<file path="src/rtl/uart_pkg.sv">
`default_nettype none
// ============================================================================
// Module      : uart_pkg
// Description : Shared constants and helpers for the UART transmit path.
// Revision    : 1.0 - initial release
// ============================================================================
package uart_pkg;

    // Byte width seen by the UART transmitter data port
    localparam int C_DATA_WIDTH = 8;

    // Default number of entries in the transmit feeder FIFO
    localparam int C_FIFO_DEPTH = 8;

    // Ceiling log2 for pointer sizing; returns 0 for value <= 1
    function automatic int clog2(input int value);
        int r;
        r = 0;
        for (int i = 0; i < 31; i++) begin
            if ((1 << i) < value) begin
                r = i + 1;
            end
        end
        return r;
    endfunction

endpackage : uart_pkg
`default_nettype wire

</file>
<file path="src/rtl/uart_edge_det.sv">
`default_nettype none
// ============================================================================
// Module      : uart_edge_det
// Description : Rising-edge detector. o_pulse is high for the single cycle in
//               which i_level is high and was low on the previous edge.
// Revision    : 1.0 - initial release
// ============================================================================
module uart_edge_det (
    input  logic CLK,
    input  logic RST,
    input  logic i_level,
    output logic o_pulse
);

    logic r_level_d;

    // Remember the previous sample of the level input
    always_ff @(posedge CLK or negedge RST) begin
        if (!RST) begin
            r_level_d <= 1'b0;
        end else begin
            r_level_d <= i_level;
        end
    end

    assign o_pulse = i_level & ~r_level_d;

endmodule : uart_edge_det
`default_nettype wire

</file>
<file path="src/rtl/uart_tx_feeder.sv">
`default_nettype none
// ============================================================================
// Module      : uart_tx_feeder
// Description : First-word-fall-through FIFO feeding the UART transmitter.
//               The head byte is always presented on RD_DATA; the rising
//               edge of the transmitter's BUSY consumes it. Sticky OVF/UNF
//               flags record dropped writes and pops of an empty FIFO.
// Revision    : 1.0 - initial release
// ============================================================================
module uart_tx_feeder
    import uart_pkg::*;
#(
    parameter  int DATA_WIDTH = C_DATA_WIDTH,
    parameter  int DEPTH      = C_FIFO_DEPTH,
    localparam int ADDR_WIDTH = clog2(DEPTH)
) (
    input  logic                  CLK,
    input  logic                  RST,
    input  logic                  WR_EN,
    input  logic [DATA_WIDTH-1:0] WR_DATA,
    input  logic                  BUSY,
    input  logic                  CLR_ERR,
    output logic [DATA_WIDTH-1:0] RD_DATA,
    output logic                  F_EMPTY,
    output logic                  FULL,
    output logic [ADDR_WIDTH:0]   COUNT,
    output logic                  OVF,
    output logic                  UNF
);

    localparam logic [ADDR_WIDTH:0]   C_DEPTH_CNT = (ADDR_WIDTH + 1)'(DEPTH);
    localparam logic [ADDR_WIDTH:0]   C_CNT_ONE   = (ADDR_WIDTH + 1)'(1);
    localparam logic [ADDR_WIDTH-1:0] C_PTR_ONE   = ADDR_WIDTH'(1);

    logic [DATA_WIDTH-1:0] r_mem [DEPTH];
    logic [ADDR_WIDTH-1:0] r_wr_ptr;
    logic [ADDR_WIDTH-1:0] r_rd_ptr;
    logic [ADDR_WIDTH:0]   r_count;
    logic                  r_ovf;
    logic                  r_unf;

    logic w_pop_req;
    logic w_empty;
    logic w_full;
    logic w_pop;
    logic w_wr;
    logic w_ovf_set;
    logic w_unf_set;

    // BUSY rising edge is the transmitter's request for the next byte
    uart_edge_det u_busy_edge (
        .CLK     (CLK),
        .RST     (RST),
        .i_level (BUSY),
        .o_pulse (w_pop_req)
    );

    // Status derived only from the registered occupancy
    assign w_empty = (r_count == '0);
    assign w_full  = (r_count == C_DEPTH_CNT);

    // A pop frees a slot in the same cycle, so a full FIFO may still accept
    assign w_pop     = w_pop_req & ~w_empty;
    assign w_wr      = WR_EN & (~w_full | w_pop);
    assign w_ovf_set = WR_EN & w_full & ~w_pop;
    assign w_unf_set = w_pop_req & w_empty;

    // Storage and write pointer; memory is cleared so RD_DATA is defined
    always_ff @(posedge CLK or negedge RST) begin
        if (!RST) begin
            for (int i = 0; i < DEPTH; i++) begin
                r_mem[i] <= '0;
            end
            r_wr_ptr <= '0;
        end else if (w_wr) begin
            r_mem[r_wr_ptr] <= WR_DATA;
            r_wr_ptr        <= r_wr_ptr + C_PTR_ONE;
        end
    end

    // Read pointer advances on an accepted pop
    always_ff @(posedge CLK or negedge RST) begin
        if (!RST) begin
            r_rd_ptr <= '0;
        end else if (w_pop) begin
            r_rd_ptr <= r_rd_ptr + C_PTR_ONE;
        end
    end

    // Occupancy: simultaneous write and pop leave it unchanged
    always_ff @(posedge CLK or negedge RST) begin
        if (!RST) begin
            r_count <= '0;
        end else begin
            case ({w_wr, w_pop})
                2'b10:   r_count <= r_count + C_CNT_ONE;
                2'b01:   r_count <= r_count - C_CNT_ONE;
                default: r_count <= r_count;
            endcase
        end
    end

    // Sticky error flags; a new error in the clearing cycle takes priority
    always_ff @(posedge CLK or negedge RST) begin
        if (!RST) begin
            r_ovf <= 1'b0;
            r_unf <= 1'b0;
        end else begin
            r_ovf <= w_ovf_set | (r_ovf & ~CLR_ERR);
            r_unf <= w_unf_set | (r_unf & ~CLR_ERR);
        end
    end

    assign RD_DATA = r_mem[r_rd_ptr];
    assign F_EMPTY = w_empty;
    assign FULL    = w_full;
    assign COUNT   = r_count;
    assign OVF     = r_ovf;
    assign UNF     = r_unf;

endmodule : uart_tx_feeder
`default_nettype wire

</file>
<file path="config.mk">
export PLATFORM = sky130hd
export DESIGN_NAME = uart_tx_feeder
export DESIGN_NICKNAME = d
export VERILOG_FILES = /design/src/rtl/uart_pkg.sv /design/src/rtl/uart_edge_det.sv /design/src/rtl/uart_tx_feeder.sv
export SDC_FILE = /design/constraint.sdc
export NUM_CORES = 1
export LEC_CHECK = 0
export BUFFER_PORTS_ARGS = -buffer_cell sky130_fd_sc_hd__buf_2
export CORE_MARGIN = 3
export CORE_UTILIZATION = 33
export CTS_BUF_LIST = sky130_fd_sc_hd__clkbuf_2 sky130_fd_sc_hd__clkbuf_4 sky130_fd_sc_hd__clkbuf_8
export DETAILED_ROUTE_END_ITERATION = 6
export GPL_ROUTABILITY_DRIVEN = 1
export GPL_TIMING_DRIVEN = 1
export PLACE_DENSITY = 0.6
export SETUP_SLACK_MARGIN = 0.05
export SLEW_MARGIN = 20
export SYNTH_ARGS = -nofsm -noshare
export SYNTH_HDL_FRONTEND = slang
export SYNTH_SLANG_ARGS = --single-unit
export TNS_END_PERCENT = 30
</file>
<file path="constraint.sdc">
create_clock -name CLK -period 3.2 [get_ports CLK]
set_clock_uncertainty 0.2 [all_clocks]
set_input_delay 0.16 -clock CLK [delete_from_list [all_inputs] [get_ports CLK]]
set_output_delay 0.16 -clock CLK [all_outputs]
set_load 0.005 [all_outputs]
</file>
==> results of run 1 <==
metrics by stage:
stage | setup WS [ps] | utilization [%]
2_1_floorplan | 242 | -
3_3_place_gp | 305 | 36.6
3_5_place_dp | 223 | 36.6
4_1_cts | 209 | 39.7
5_1_grt | 69.0 | 39.7
6_report | 251 | 39.7
layout make-up:
| class | instances | area share (%) |
|---|---|---|
| sequential | 77 | 44.4 |
| multi-input combinational | 143 | 39.1 |
| timing repair buffer | 46 | 7.15 |
| tap | 140 | 4.04 |
| clock buffer | 11 | 3.34 |
| clock inverter | 5 | 1.38 |
| inverter | 6 | 0.634 |
registers in the layout, indices dropped and copies added, names as in the netlist:
signal and count:
r_rd_ptr 3, UNF 1, r_wr_ptr 3, r_mem 64
COUNT 4, u_busy_edge.r_level_d 1, OVF 1
per-layer routing:
| metal | GRT usage (%) | routed length, µm |
|---|---|---|
| met5 | 0 | 0 |
| met4 | 6.49 | 164 |
| met3 | 2.10 | 140 |
| met2 | 19.6 | 3520 |
| met1 | 17.1 | 3580 |
cells by family after synthesis:
group / after synthesis / share of synthesized area [%]
muxes: 92 / 32.7
DFF: 77 / 51.9
and+or+nand+nor: 21 / 4.08
buffers and inverters: 20 / 2.49
AOI/OAI and AO/OA: 18 / 5.49
xor gates and xnor gates: 7 / 1.65
adders and majority gates: 5 / 1.68
worst register-to-register path: cells and delay by family (launching register included):
family / cells / cell delay (ps)
AO/OA/AOI/OAI: 3 / 780
AND/OR/NAND/NOR: 2 / 1070
flip-flops: 1 / 470
adder cells (fa/ha/maj): 1 / 310
report_power, final:
part           internal (µW)  switching [µW]  leakage [µW]  total [µW]
registers               1450             348      0.000926        1800
logic                   1060             622      0.000782        1680
clock network            392             369      0.000103         760
total                   2900            1340       0.00181        4240
synth_stat cells (3+ instances only):
cell type,instances,share of area (%)
dfrtp_1,77,52
mux2_2,64,19
mux4_2,16,9.7
mux2_1,11,3.3
clkbuf_1,7,0.71
ha_1,5,1.7
inv_1,5,0.51
xnor2_1,5,1.2
buf_2,4,0.54
nand3_1,4,0.54
o21ai_4,4,1.8
nor4bb_1,3,0.81
path summary, 6_finish.rpt:
check	endpoint	slack [ps]	depth (start not counted)
worst max-delay path	COUNT[3]$_DFFE_PN0P_	250	6
worst min-delay path	u_busy_edge.r_level_d$_DFF_PN0_	280	2
worst max register to register	COUNT[3]$_DFFE_PN0P_	250	6
worst min register to register	r_mem[1]$_DFFE_PN0P_	280	1
max in group asynchronous	r_mem[2]$_DFFE_PN0P_	1880	2
min in group asynchronous	COUNT[1]$_DFFE_PN0P_	310	2
timing repair:
item                                   CTS  global route
resized for setup                        0             1
hold buffers                            13             0
setup endpoints to repair                0             1
endpoints found under the hold margin  145             0
buffers inserted                         0             0
==> results.md, run 1 <==
- Status: finished, final reports clean
- Fin cells: 428
- PwrDens: 977 nW/µm²
- Fin Setup TNS: 0 ps
- Synth Flop Type: dfrtp_1
- Filler cells: 1031
- Area delta synth->final: 16.9%
- Fin crit share: 92.2%
- Share of layout cells above drive strength 1: 49.0%
- Worst-Skew Late Latency: 360 ps
- Max Fclk: 339 MHz
- Hold path start: BUSY
- Critical Path Start Type: flop
- Max Fanout on Critical Path: 8
- Initial Util: 34.0%
- Antenna-violating nets left: 0
- Final Power: 4240 µW
- Core ar.: 10900 µm²
- Crit. End Element: flop
- Syn Area/Cell: 15.5 µm²
- Critical Path, Cell by Cell: or4b_1, o21ai_2, ha_1, or3b_2, a2111oi_1, o221ai_1
- Clock root cell: clkbuf_8
- H-tree levels: 3
- # port buffers: 28
- IR drop worst, VDD: 0.282 mV
- Tmin final: 2950 ps
- #FFs+latches synth: 77
- Total grt overflow: 0
- Slew margin rel.: 35.2%
- Ant. Diodes: 0
- Register area share after synthesis: 51.9%
- Worst-Margin Slew: 973 ps
- Reg-to-reg startpoint: COUNT[0]$_DFFE_PN0P_
- Slowest-stage cell, CP: or4b_1
- Yosys warning count: 0
- DP Cell Count: 399
- First-pass DRT Iterations: 4
- I/O pin count: 29
- Clk slew on worst S/H paths: 80 ps
- Crit Path Class: flop to flop
- Hold_ws: 276 ps
- Synth async-reset ratio: 100%
- Clk buf depth: 2
- Die X: 112 µm
- CTS Buf Count: 9
- Kind of cell adding the most delay to the critical path: simple AND/OR/NAND/NOR gates
- Final hold violation count: 0
- Syn_nets: 258
- First-pass GRT wire length: 12.3 mm
- RSZ-0062 raised after global routing: no
- Worst Setup SP: COUNT[0]$_DFFE_PN0P_
- Post-synth EDFFs: 0
- Final Setup Violations: 0
- Highest-count cells in the layout ignoring fill and taps: 77 x dfrtp_1, 64 x mux2_2, 27 x buf_2, 16 x mux4_2, 13 x dlygate4sd3_1
- FP Rows: 38
- Reg area: 1930 µm²
- Max-cap violations: 0
- WP buf/inv: 0
- Placed inst area: 4000 µm²
- Pleak: 0.00181 µW
- Cells after synthesis: 240
- Total Routing Usage GR: 12.6%
- DRC: 0
- Die area: 12600 µm²
- Mapped Area: 3710 µm²
- Via count: 2171
- Critical path data arrival time: 2980 ps
- Min-Delay Path Class: input pin to flop
- Drt first-iter violations: 64
- Die H: 112 µm
- Final instance area: 4340 µm²
- Post-DP HPWL: 4.66 mm
- Clock sinks: 77
- GPL Wtd Cong: 0.763
- Number of antenna violations at the first check in global routing: 0
- Final Slew Violations: 0
- Largest net degree at the start of global routing: 78
- CP max stage delay: 590 ps
- Worst path required time: 3230 ps
- Routed WL per cell: 17.3 µm
- Vias in the first global route: 2319
- NumNets Final: 301
- Most common cell after layout, fill and taps aside: dfrtp_1
- CTS tree: built
- Via density: 5.07
- Yosys cell types: 41
- Total wire length: 7.41 mm
- Multi-input logic area: 1700 µm²
(Power assumes the default switching activity.)
==> run 2: changes to the inputs <==
--- a/config.mk
+++ b/config.mk
@@ -15,2 +15,3 @@
 export PLACE_DENSITY = 0.6
+export REMOVE_ABC_BUFFERS = 1
 export SETUP_SLACK_MARGIN = 0.05
--- a/constraint.sdc
+++ b/constraint.sdc
@@ -4,2 +4,2 @@
 set_output_delay 0.16 -clock CLK [all_outputs]
-set_load 0.005 [all_outputs]
+set_load 0.01 [all_outputs]
==> run 2 against run 1 <==
  * First-iteration DRC count increased by 6.3%
  * Worst hold slack improved by 2.9 ps
  * Global-route usage increased by 0.17 points
  * Register-to-register slack about the same
  * Via count decreased by 1.6%
  * Clock power increased by 3.8%
==> results.md, run 2 (synthesized netlist as in run 1, its figures left out) <==
- Die X: 112 µm
- Die H: 112 µm
- Core ar.: 10900 µm²
- Ant. Diodes: 0
- Post-DP HPWL: 4.66 mm
- Drt first-iter violations: 68
- CP max stage delay: 600 ps
- Most common cell after layout, fill and taps aside: dfrtp_1
- Switching share of power: 32.0%
- Share of total power in the clock network: 18.2%
- Total Routing Usage GR: 12.8%
- Kind of cell adding the most delay to the critical path: simple AND/OR/NAND/NOR gates
- Clk buf depth: 2
- Area delta synth->final: 17.6%
- Filler cells: 1046
- Final hold violation count: 0
- Crit. End Element: flop
- Highest-count cells in the layout ignoring fill and taps: 77 x dfrtp_1, 64 x mux2_2, 27 x buf_2, 16 x mux4_2, 13 x dlygate4sd3_1
- Min-Delay Path Class: input pin to async pin
- Final Slew Violations: 0
- Final instance area: 4370 µm²
- Internal power: 2960 µW
- Fin Setup TNS: 0 ps
- Fin cells: 428
- Crit Path Class: flop to flop
- Initial Util: 34.0%
- Fin crit share: 91.8%
- CTS tree: built
- Critical Path, Cell by Cell: or4b_1, o21ai_2, ha_1, or3b_2, a2111oi_1, o221ai_1
- Via count: 2136
- Clock root cell: clkbuf_8
- H-tree levels: 3
- Critical Path Start Type: flop
- Via density: 4.99
- First-pass GRT wire length: 12.4 mm
- Clock sinks: 77
- FP Rows: 38
- Max-cap violations: 0
- RSZ-0062 raised after global routing: no
- Total grt overflow: 0
- Number of antenna violations at the first check in global routing: 0
- Max Fanout on Critical Path: 8
- Critical path data arrival time: 2960 ps
- Vias in the first global route: 2318
- Slowest-stage cell, CP: or4b_1
- NumNets Final: 301
- WP buf/inv: 0
- Max reg flops: 64
- Die area: 12600 µm²
- Final Util: 39.9%
- CTS Buf Count: 9
- Share of layout cells above drive strength 1: 49.0%
- PwrDens: 995 nW/µm²
- Status: finished, final reports clean
- Switching power: 1390 µW
- DRC: 0
- DP Cell Count: 399
- Clk slew on worst S/H paths: 80 ps
- Biggest register: r_mem
- Antenna-violating nets left: 0
- GPL Wtd Cong: 0.730
- Final Power: 4350 µW
- Worst-Margin Slew: 984 ps
- First-pass DRT Iterations: 4
- Pleak: 0.00182 µW
- Worst-Skew Late Latency: 350 ps
- I/O pin count: 29
- Final Setup Violations: 0
- Placed inst area: 4020 µm²
- Worst path required time: 3220 ps
- IR drop worst, VDD: 0.461 mV
- Part of the power in registers: 42.0%
- Tmin final: 2940 ps
- # port buffers: 28
- Comb power frac: 39.8%
- Total wire length: 7.26 mm
- Slew margin rel.: 34.4%
- Largest net degree at the start of global routing: 78
- Routed WL per cell: 17.0 µm
- Max Fclk: 340 MHz
## run 2: cell types whose count changed in the layout (fill, tap and decap cells not counted), sizes merged
cell | previous run | this run
clkbuf | 11 | 12
clkinv | 4 | 3
## run 2: what timing repair did
item / CTS / global route
setup endpoints to repair: 0 / 1
hold endpoints to repair: 146 / 0
hold buffers: 13 / 0
buffers inserted: 0 / 0
gates resized for setup: 0 / 1
## run 2: layout make-up
class | count | area, µm² | share of cell area [%]
Tap cell | 140 | 175 | 4.01
Sequential cell | 77 | 1930 | 44.1
Clock buffer | 12 | 165 | 3.78
Timing Repair Buffer | 46 | 323 | 7.39
Inverter | 6 | 27.5 | 0.630
Multi-Input combinational cell | 143 | 1700 | 38.8
Clock inverter | 4 | 55.1 | 1.26
## run 2: layer usage
metal	vias up	track usage (%)	wire length, µm
met1	1097	17.8	3570
met5	-	0	0
met4	0	2.88	77
met3	10	4.31	304
met2	35	19.6	3300
li1	994	-	-
## run 2: path summary, 6_finish.rpt
path | slack (ps) | start | cells after the start | to
setup / recovery | 260 | COUNT[0]$_DFFE_PN0P_ | 6 | COUNT[3]$_DFFE_PN0P_
setup reg to reg | 260 | COUNT[0]$_DFFE_PN0P_ | 6 | COUNT[3]$_DFFE_PN0P_
min in group CLK | 280 | BUSY | 2 | u_busy_edge.r_level_d$_DFF_PN0_
max in group asynchronous | 1880 | RST | 2 | r_mem[61]$_DFFE_PN0P_
hold reg to reg | 290 | r_mem[36]$_DFFE_PN0P_ | 1 | r_mem[36]$_DFFE_PN0P_
hold / removal | 280 | RST | 2 | r_mem[39]$_DFFE_PN0P_
## run 2: through the flow
step / setup slack, ps / hold WS (ps)
2_1_floorplan: 98.3 / -336
3_3_place_gp: 317 / 96.6
3_5_place_dp: 206 / 102
4_1_cts: 195 / 250
5_1_grt: 63.0 / 273
6_report: 262 / 279
## run 2: worst register-to-register path, stage by stage, from the launching register on
cell,delay (ps)
dfrtp_1,470
or4b_1,600
o21ai_2,230
ha_1,300
or3b_2,480
a2111oi_1,360
o221ai_1,170
## run 2: power groups by stage
stage	logic [µW]	clock network (µW)	registers, µW
floorplan	1260	0	1780
CTS	1770	825	1830
global route	1900	860	1920
detailed placement	1750	0	1850
global placement	1710	0	1830
finish	1730	789	1830
==> run 3: changes to the inputs <==
- PLACE_DENSITY: 0.6 -> 0.62
- RECOVER_POWER: not set -> 100
- clock period: 3.2 -> 2.7 ns (I/O delays scaled with it)
==> run 3 against run 2 <==
  * Critical path type unchanged
  * Critical path depth rose by 1
  * Critical endpoint unchanged
  * Register-to-register slack got worse by 160 ps
  * Largest cell class unchanged
  * Routed wire length rose by 2.8%
==> results.md, run 3 (synthesized netlist as in run 1, its figures left out) <==
- Share of total power in the clock network: 16.3%
- Worst hold stages: 3
- Total grt overflow: 0
- Final Slew Violations: 0
- Tmin final: 2600 ps
- Core ar.: 10900 µm²
- Comb power frac: 42.3%
- Pleak: 0.00181 µW
- Critical path data arrival time: 2640 ps
- Die X: 112 µm
- Fin crit share: 96.3%
- Largest net degree at the start of global routing: 78
- Critical Path Start Type: flop
- Slew margin rel.: 30.7%
- Most common cell after layout, fill and taps aside: dfrtp_1
- Clock sinks: 77
- Share of layout cells above drive strength 1: 47.2%
- GPL Wtd Cong: 0.703
- Status: finished, final reports clean
- Final hold violation count: 0
- Total wire length: 7.47 mm
- Max reg flops: 64
- Min-Delay Path Class: input pin to flop
- # port buffers: 28
- Drt first-iter violations: 48
- Final instance area: 4370 µm²
- Initial Util: 34.0%
- Post-DP HPWL: 4.84 mm
- Die area: 12600 µm²
- Switching share of power: 32.5%
- First-pass GRT wire length: 12.1 mm
- Switching power: 1660 µW
- Crit Path Class: flop to flop
- Via density: 4.99
- CTS Buf Count: 9
- Biggest register: r_mem
- I/O pin count: 29
- Hold_ws: 22.2 ps
- First-pass DRT Iterations: 4
- WHS Endpoint: r_wr_ptr[2]$_DFFE_PN0P_
- PwrDens: 1170 nW/µm²
- Final Setup Violations: 0
- Final Util: 40.0%
- Worst reg-to-reg path cell count: 7
- NumNets Final: 315
- H-tree levels: 3
- Antenna-violating nets left: 0
- Clock root cell: clkbuf_8
- Worst R2R Setup Slack: 100 ps
- FP Rows: 38
- Worst-Skew Late Latency: 330 ps
- Max-cap violations: 0
- Clk buf depth: 2
- Part of the power in registers: 41.4%
- Area delta synth->final: 17.7%
- Number of antenna violations at the first check in global routing: 0
- Worst Setup SP: COUNT[0]$_DFFE_PN0P_
- IR drop worst, VDD: 0.472 mV
- Max Fanout on Critical Path: 7
- Die H: 112 µm
- Ant. Diodes: 0
- Reg-to-reg startpoint: COUNT[0]$_DFFE_PN0P_
- Routed WL per cell: 16.9 µm
- DRC: 0
- Vias in the first global route: 2308
- Via count: 2200
- Max Fclk: 385 MHz
- Highest-count cells in the layout ignoring fill and taps: 77 x dfrtp_1, 63 x mux2_2, 17 x clkbuf_1, 17 x buf_2, 16 x mux4_2
- Total Routing Usage GR: 12.4%
- Worst-Margin Slew: 1040 ps
- Crit. End Element: flop
- Internal power: 3450 µW
- Hold path start: WR_EN
- CTS tree: built
- Placed inst area: 4110 µm²
- RSZ-0062 raised after global routing: yes
- Clk slew on worst S/H paths: 70 ps
- RR Endpoint: COUNT[3]$_DFFE_PN0P_
- Worst path required time: 2740 ps
run 3: layout make-up:
cell class | count | area [µm²]
fillers | 1051 | 6560
flip-flops and latches | 77 | 1930
multi-input cells | 143 | 1670
repair buffers | 60 | 379
well taps | 140 | 175
clock buffers | 9 | 124
clock inverters | 6 | 65.1
inverters | 6 | 27.5
run 3: worst max-delay path by stage:
stage	end	slack, ps	cells past startpoint
6_report	COUNT[3]$_DFFE_PN0P_	100	7
4_1_cts	COUNT[3]$_DFFE_PN0P_	50	6
3_5_place_dp	COUNT[3]$_DFFE_PN0P_	40	6
5_1_grt	COUNT[2]$_DFFE_PN0P_	30	10
3_3_place_gp	COUNT[3]$_DFFE_PN0P_	130	6
2_1_floorplan	COUNT[3]$_DFFE_PN0P_	-400	6
run 3: power by group through the flow:
stage | clock [µW] | sequential (µW) | combinational [µW]
2_1_floorplan | 0 | 2110 | 1490
3_3_place_gp | 0 | 2120 | 2180
6_report | 832 | 2120 | 2160
3_5_place_dp | 0 | 2150 | 2230
5_1_grt | 910 | 2200 | 2370
4_1_cts | 862 | 2130 | 2250
run 3: per-stage QoR:
step	std cells	total power [µW]	setup TNS, ps	setup WS (ps)
6_report	441	5110	0	99.8
5_1_grt	441	5480	0	27.1
4_1_cts	438	5240	0	50.9
3_5_place_dp	411	4380	0	44.7
3_3_place_gp	411	4300	0	135
2_1_floorplan	226	3600	-556	-402
run 3: worst max-delay path, cell delays in order (launching register included):
cell and delay [ps]:
dfrtp_1 390, or4b_4 550, o21ai_2 140, buf_4 140, ha_1 220, clkbuf_1 220
or4_1 440, o221ai_1 210
run 3: routing by layer:
| layer | up-vias | track usage, % | part of all wire [%] |
|---|---|---|---|
| met1 | 1140 | 16.4 | 47 |
| met3 | 4 | 3.83 | 3.5 |
| met5 | - | 0 | 0 |
| met2 | 36 | 20.2 | 48 |
| met4 | 0 | 2.64 | 0.78 |
| li1 | 1020 | - | - |
run 3: repair_timing:
action,in CTS,in global routing
setup endpoints to repair,1,2
pin swaps,0,1
endpoints found under the hold margin,144,0
setup buffers,0,2
gates cloned,0,0
hold buffers,12,0
gates resized for setup,1,7
